### src/rtl/elevator_req_queue.sv
// ============================================================================
// Module  : elevator_req_queue
// Brief   : De-duplicating FWFT floor-request queue with per-floor pending lamps.
//           Optional drop counter enabled by defining ELEV_REQ_DROP_CNT_EN.
// Revision: 1.0
// ============================================================================
`default_nettype none

module elevator_req_queue #(
   parameter int DEPTH      = 8,
   parameter int NUM_FLOORS = 16,
   parameter int FLOOR_W    = 4
) (
   input  logic                     clk,
   input  logic                     rst_n,
   input  logic                     req_valid,
   input  logic [FLOOR_W-1:0]       req_floor,
   output logic                     req_accept,
   output logic                     req_drop,
   output logic                     fifo_empty,
   output logic [FLOOR_W-1:0]       fifo_dout,
   input  logic                     fifo_rd,
   output logic [$clog2(DEPTH):0]   count,
`ifdef ELEV_REQ_DROP_CNT_EN
   input  logic                     drop_clr,
   output logic [7:0]               drop_cnt,
`endif
   output logic [NUM_FLOORS-1:0]    pending
);

   localparam int PTR_W = $clog2(DEPTH);
   localparam int CNT_W = PTR_W + 1;

   logic [FLOOR_W-1:0]    mem_q [DEPTH];
   logic [PTR_W-1:0]      wr_ptr_q, wr_ptr_d;
   logic [PTR_W-1:0]      rd_ptr_q, rd_ptr_d;
   logic [CNT_W-1:0]      count_q, count_d;
   logic [NUM_FLOORS-1:0] pending_q, pending_d;
   logic                  accept_q, drop_q;

   logic                  w_in_range;
   logic                  w_dup;
   logic                  w_full;
   logic                  w_pop;
   logic                  w_push;
   logic                  w_drop;
   logic [NUM_FLOORS-1:0] w_req_oh;
   logic [NUM_FLOORS-1:0] w_pop_oh;

   // Duplicate check uses the pre-update pending bits, so re-requesting the
   // floor being popped this cycle is dropped and its lamp goes dark.
   always_comb begin
      w_in_range = ({1'b0, req_floor} < (FLOOR_W+1)'(NUM_FLOORS));
      w_req_oh   = w_in_range ? (NUM_FLOORS'(1) << req_floor) : '0;
      w_pop_oh   = NUM_FLOORS'(1) << fifo_dout;
      w_dup      = |(pending_q & w_req_oh);
      w_full     = (count_q == CNT_W'(DEPTH));
      w_pop      = fifo_rd && (count_q != '0);
      w_push     = req_valid && w_in_range && !w_dup && (!w_full || w_pop);
      w_drop     = req_valid && !w_push;

      wr_ptr_d   = wr_ptr_q;
      rd_ptr_d   = rd_ptr_q;
      pending_d  = pending_q;
      count_d    = count_q + CNT_W'(w_push) - CNT_W'(w_pop);
      if (w_pop) begin
         rd_ptr_d  = rd_ptr_q + 1'b1;
         pending_d = pending_d & ~w_pop_oh;
      end
      if (w_push) begin
         wr_ptr_d  = wr_ptr_q + 1'b1;
         pending_d = pending_d | w_req_oh;
      end
   end

   always_ff @(posedge clk or negedge rst_n) begin
      if (!rst_n) begin
         wr_ptr_q  <= '0;
         rd_ptr_q  <= '0;
         count_q   <= '0;
         pending_q <= '0;
         accept_q  <= 1'b0;
         drop_q    <= 1'b0;
      end else begin
         wr_ptr_q  <= wr_ptr_d;
         rd_ptr_q  <= rd_ptr_d;
         count_q   <= count_d;
         pending_q <= pending_d;
         accept_q  <= w_push;
         drop_q    <= w_drop;
      end
   end

   always_ff @(posedge clk) begin
      if (w_push) begin
         mem_q[wr_ptr_q] <= req_floor;
      end
   end

`ifdef ELEV_REQ_DROP_CNT_EN
   logic [7:0] drop_cnt_q;

   always_ff @(posedge clk or negedge rst_n) begin
      if (!rst_n) begin
         drop_cnt_q <= '0;
      end else if (drop_clr) begin
         drop_cnt_q <= '0;
      end else if (w_drop && (drop_cnt_q != 8'hFF)) begin
         drop_cnt_q <= drop_cnt_q + 8'd1;
      end
   end

   assign drop_cnt = drop_cnt_q;
`endif

   assign fifo_dout  = mem_q[rd_ptr_q];
   assign fifo_empty = (count_q == '0);
   assign count      = count_q;
   assign pending    = pending_q;
   assign req_accept = accept_q;
   assign req_drop   = drop_q;

endmodule

`default_nettype wire

### config.mk
export PLATFORM = sky130hd
export DESIGN_NAME = elevator_req_queue
export DESIGN_NICKNAME = d
export VERILOG_FILES = /design/src/rtl/elevator_req_queue.sv
export SDC_FILE = /design/constraint.sdc
export NUM_CORES = 1
export LEC_CHECK = 0
export CAP_MARGIN = 40
export CORE_ASPECT_RATIO = 0.6
export CORE_UTILIZATION = 50
export CTS_CLUSTER_SIZE = 28
export DETAILED_ROUTE_END_ITERATION = 7
export GPL_ROUTABILITY_DRIVEN = 0
export GPL_TIMING_DRIVEN = 1
export PLACE_DENSITY = 0.81
export SLEW_MARGIN = 20
export SYNTH_ARGS = -nofsm -noshare
export SYNTH_HDL_FRONTEND = slang
export SYNTH_SLANG_ARGS = --single-unit
### constraint.sdc
create_clock -name clk -period 2.4 [get_ports clk]
set_input_delay 0.48 -clock clk [delete_from_list [all_inputs] [get_ports clk]]
set_output_delay 0.48 -clock clk [all_outputs]
set_load 0.02 [all_outputs]
Yosys cells after proc, flatten, opt, wreduce, memory -nomap -nowiden
Memory sizes are Yosys's and may differ from the RTL's.
Index checks and enable logic that the tools add are counted.
Widths: inputs -> output; s select.
{ "word_totals": {"reg_bits": 28, "ram_bits": 32, "inputBits": 8, "out_inout_bits": 27, "word_cells": 33, "n_memories": 1} }
{ "memory_table": {"columns": ["memory", "depth", "word_bits", "rd", "rd_clocked_by_memory_dff", "wr", "line_no", "text"], "rows": [
  ["mem_q", 8, 4, 1, 0, 1, "34", "logic [FLOOR_W-1:0] mem_q [DEPTH];"]
]} }
{ "op_classes": {"add_sub_neg": 4, "n_eq_ne": 1, "n_shift": 2, "n_mux": 4, "bitwise_logic": 4, "n_reduce_logical": 11} }
{ "ops": {"columns": ["cell", "n"], "rows": [
  ["$and 16x16->16", 2],
  ["$mux 16", 2],
  ["$shl 1x4->16 const A", 2],
  ["$not 16->16", 1],
  ["$or 16x16->16", 1],
  ["$reduce_or 16->1", 1],
  ["$add 3x1->3 const B", 2],
  ["$add 4x1->4", 1],
  ["$eq 4x4->1 const B", 1],
  ["$logic_and 1x1->1", 4],
  ["$logic_not 4->1", 1],
  ["$reduce_bool 4->1", 1],
  ["$sub 4x1->4", 1],
  ["$logic_not 1->1", 3],
  ["$mux 1", 2],
  ["$logic_or 1x1->1", 1]
]} }

Depth between registers and ports, before layout
{ "logic_depth": {"depth_word": 8, "depth_mapped": 13, "depth_no_buf": 11} }

Least setup slack after synthesis
Ideal clock, no wire load.
{ "synth_timing": {"path_type": "input port to flip-flop", "start": "input req_floor[0]", "end": "register count_q[2] (netlist: count[2])", "setup_ps": 123, "t_arrival_ps": 2501, "required_time_ps": 2277, "slack_ps": -224, "cell_stages": 10, "n_path_buf": 2, "cell_sequence": "or3b_2 > a21o_1 > a31oi_1 > or3_1 > buf_2 > buf_6 > o21ai_1 > ha_1 > fa_1 > xor2_1"} }
{ "synth_via": {"elab_chain_len": 8} }
{ "synth_lines": {"columns": ["element", "line_no", "text"], "rows": [
  ["start, declared", "17", "input logic [FLOOR_W-1:0] req_floor,"],
  ["$shl 1x4->16", "54", "w_req_oh = w_in_range ? (NUM_FLOORS'(1) << req_floor) : '0;"],
  ["$and 16x16->16", "56", "w_dup = |(pending_q & w_req_oh);"],
  ["$reduce_or 16->1", "56", null],
  ["$logic_not 1->1", "59", "w_push = req_valid && w_in_range && !w_dup && (!w_full || w_pop);"],
  ["$logic_and 1x1->1 (2 in a row)", "59", null],
  ["$add 4x1->4", "65", "count_d = count_q + CNT_W'(w_push) - CNT_W'(w_pop);"],
  ["$sub 4x1->4", "65", null],
  ["named net count_d[2]", "37", "logic [CNT_W-1:0] count_q, count_d;"],
  ["end signal, assigned", "87", "count_q <= count_d;"],
  ["end, declared", "37", null]
]} }
The timed path passes the listed nets, and every way through them passes these cells.
A chain may end at the register's enable or synchronous reset.

Final worst setup path
{ "layout_timing": {"start": "input req_floor[0]", "end": "register count_q[1] (netlist: count[1])"} }
Same word-level chain as after synthesis.

==> results.json <==
{
  "status": "complete, but fails checks",
  "violations": "negative setup slack",
  "finalNetCount": 324,
  "drt-pass1-iter-count": 5,
  "p_int_w": 0.00317,
  "combinationalPowerShare_pct": 52.2,
  "clockPowerShare_pct": 15.5,
  "cts-root-buf": "clkbuf_8",
  "post_synth.cell_area_avg_sq_um": 13.8,
  "synth_top_area_share_pct": 33.2,
  "synth_seq_cells": 60,
  "drv_slew": 0,
  "area_growth_pct": 42.2,
  "die_w_um": 100,
  "cp_max_fo": 6,
  "vias": 2339,
  "cts.reportedPaths.clkPinSlew_ns": 0.07,
  "crit_path_top_delay_cell": "fa_2",
  "seq_power_share_pct": 32.3,
  "seqCellArea_sq_um": 1660,
  "ys_seq_area_share_pct": 57.4,
  "min_period_ns": 2.44,
  "path_delay_family": "simple AND/OR/NAND/NOR gates",
  "drc_errors": 0,
  "setup_viol": 7,
  "via_per_inst": 5.95,
  "worst_pin_slew_ns": 0.591,
  "p_leak_nw": 1.63,
  "cpPeakStageDelay_ns": 0.42,
  "hold_violations": 0,
  "grt_max_degree": 29,
  "worstSetupStartpointType": "primary input",
  "synth_top_area_cell": "edfxtp_1",
  "pin_count": 35,
  "grt_use_total_pct": 29.0,
  "htree_levels": 3,
  "start_util_pct": 52.0,
  "muxShareOfSynthArea_pct": 9.46,
  "synth_edf_count": 32,
  "dp.cells": 364,
  "portBuffers": 34,
  "crit_arrival_ns": 2.67,
  "holdBufCountCts": 0,
  "multiInputGateArea_sq_um": 1270,
  "end_kind": "register",
  "synth_area_sq_um": 2900,
  "worstSetupPathType": "primary input to register",
  "gr-total-overflow": 0,
  "synthSimpleGateAreaFrac_pct": 11.1,
  "postLayoutCoreUtil_pct": 73.9,
  "ys_warn_count": 0,
  "cts_buffer_depth": 2,
  "clk-insertion-delay-late_ns": 0.35,
  "yosysUniqueCellTypes": 50,
  "hp-class": "primary input to register",
  "syn_nets": 226,
  "async_reset_ff_share_pct": 46.7,
  "cts_tree": "built",
  "die_area_sq_um": 6110,
  "fillCellCount": 343,
  "critPathBufInv": 3,
  "ys_top_cells_by_area": "edfxtp_1 33%, dfrtp_1 24%, mux4_2 6.2%",
  "coreArea_sq_um": 5570,
  "fp-row-count": 21,
  "synth_cells": 210,
  "skew_ns": 0.00711,
  "p_switching_w": 0.00208,
  "layout-drive-gt1-share_pct": 43.1,
  "p_per_area_nw_per_um2": 1280,
  "stdcell_count": 393,
  "netSwitchingFraction_pct": 39.6,
  "synthFlopType": "edfxtp_1",
  "synthXorXnorAreaFrac_pct": 1.81,
  "clock-sinks": 60,
  "maxCapViolations": 0,
  "finalWorstSetupSlack_ns": -0.0428,
  "wl_mm": 8.10,
  "peakVddDrop_mv": 0.612,
  "path_cells": "clkdlybuf4s15_2 > buf_4 > buf_4 > nor2b_2 > nand3_1 > a31oi_4 > or3_4 > o21ai_2 > ha_2 > fa_2",
  "grt_pass1_wl_mm": 12.3,
  "ant_nets": 0,
  "antenna_found_initial": 0,
  "finalCritPeriodShare_pct": 102,
  "slew_headroom_pct": 60.4,
  "required_ns": 2.63,
  "first_global_vias": 2187,
  "timing.fmax_mhz": 409,
  "rsz0062_at_grt": "yes",
  "pre_cts_slack_ns": -0.758,
  "synth_fa_ha_area_share_pct": 3.71,
  "crit_path_frequent_cell": "buf_4",
  "post_drt_wl_per_cell_um": 20.6,
  "synth-compound-area-share_pct": 13.1,
  "drt_iter0_drc": 210,
  "hpwl_mm": 5.38,
  "synth_top_family_by_area": "compound AO/OA/AOI/OAI gates",
  "die_y_um": 61.0,
  "cts_inserted_buffers": 9,
  "antenna_cells": 0
}
[layout make-up]
class | instances | share of cell area (%)
well taps | 80 | 2.43
inverters | 10 | 0.911
flip-flops and latches | 60 | 40.4
clock buffers | 10 | 3.34
multi-input cells | 129 | 31.0
clock inverters | 6 | 0.972
repair buffers | 98 | 21.0
[layout by cell type, fill, tap and decap left out, drive strengths merged, types with 2 or more instances in the layout]
cell type | Yosys | layout
mux2 | 8 | 8
xnor2 | 2 | 2
xor2 | 4 | 4
nand3 | 6 | 6
nor2 | 4 | 4
o31ai | 10 | 10
dfrtp | 28 | 28
a31oi | 5 | 5
nor4 | 4 | 4
nand2 | 7 | 7
mux4 | 8 | 8
clkinvlp | 0 | 4
clkbuf | 2 | 11
nand2b | 6 | 6
nor3b | 5 | 5
ha | 7 | 7
a21o | 2 | 2
and3 | 2 | 2
clkinv | 0 | 2
o41ai | 6 | 6
edfxtp | 32 | 32
buf | 9 | 67
o21ai | 19 | 19
inv | 10 | 10
nor3 | 3 | 3
and4 | 2 | 2
or3b | 3 | 3
clkdlybuf4s50 | 0 | 26
clkdlybuf4s15 | 0 | 2
[path summary, 6_finish.rpt]
kind / start / depth (start not counted) / slack (ns) / to
min reg2reg: pending[2]$_DFF_PN0_ / 2 / 0.54 / pending[2]$_DFF_PN0_
min in group asynchronous: rst_n / 2 / 0.52 / count[0]$_DFF_PN0_
max: req_floor[0] / 10 / -0.04 / count[1]$_DFF_PN0_
min: req_floor[3] / 2 / 0.45 / mem_q[2][3]$_DFFE_PP_
max in group asynchronous: rst_n / 2 / 1.59 / rd_ptr_q[0]$_DFFE_PN0P_
max reg2reg: pending[8]$_DFF_PN0_ / 7 / -0.02 / count[1]$_DFF_PN0_
[metal layers]
metal  wire length [um]  track usage [%]  up-vias
met5                  0                0        -
met4                172             9.73        0
met3                871             8.87       22
met2               3470             42.5      144
met1               3590             41.5     1161
li1                   -                -     1012
[state kept, by name, summed over array words and instances, names as in the netlist]
| signal | count |
|---|---|
| req_drop | 1 |
| req_accept | 1 |
| pending | 16 |
| count | 4 |
| wr_ptr_q | 3 |
| mem_q | 32 |
| rd_ptr_q | 3 |
[metrics by stage]
step	power, W	TNS (ns)	hold WS (ns)	area (sq um)
6_report	0.00526	-0.173	0.450	4120
5_1_grt	0.00554	-1.35	0.436	4120
4_1_cts	0.00504	-0.0959	0.435	4020
3_5_place_dp	0.00410	-34.20	0.524	3680
3_3_place_gp	0.00403	-31.94	0.519	3680
2_1_floorplan	0.00299	-0.930	0.184	2910
[power groups by stage]
stage,combinational [W],clock [W],sequential (W)
after floorplan,0.00122,0,0.00177
after global placement,0.00235,0,0.00168
after detailed placement,0.00241,0,0.00169
after CTS,0.00255,0.000819,0.00167
after global routing,0.00294,0.000877,0.00173
final,0.00274,0.000815,0.00170
[synthesized netlist by cell type (6+ instances only)]
cell	number
nand2b_1	6
edfxtp_1	32
mux4_2	8
ha_1	7
dfrtp_1	28
o21ai_0	10
nand2_1	7
buf_2	6
o21ai_1	9
inv_1	9
o31ai_1	8
nand3_1	6
[what timing repair did]
item,4_1_cts,5_1_grt
buffers inserted,10,2
resized for setup,42,23
gates cloned,1,0
setup endpoints to repair,58,46
pin swaps,8,5
[logic make-up (layout without fill, tap and decap cells)]
kind of cell / Yosys count / in the layout
AOI/OAI and AO/OA: 50 / 50
muxes: 16 / 16
and+or+nand+nor: 49 / 49
buffers and inverters: 21 / 124
adders and majority gates: 8 / 8
xor gates and xnor gates: 6 / 6
DFF: 60 / 60
(Power assumes the default switching activity.)
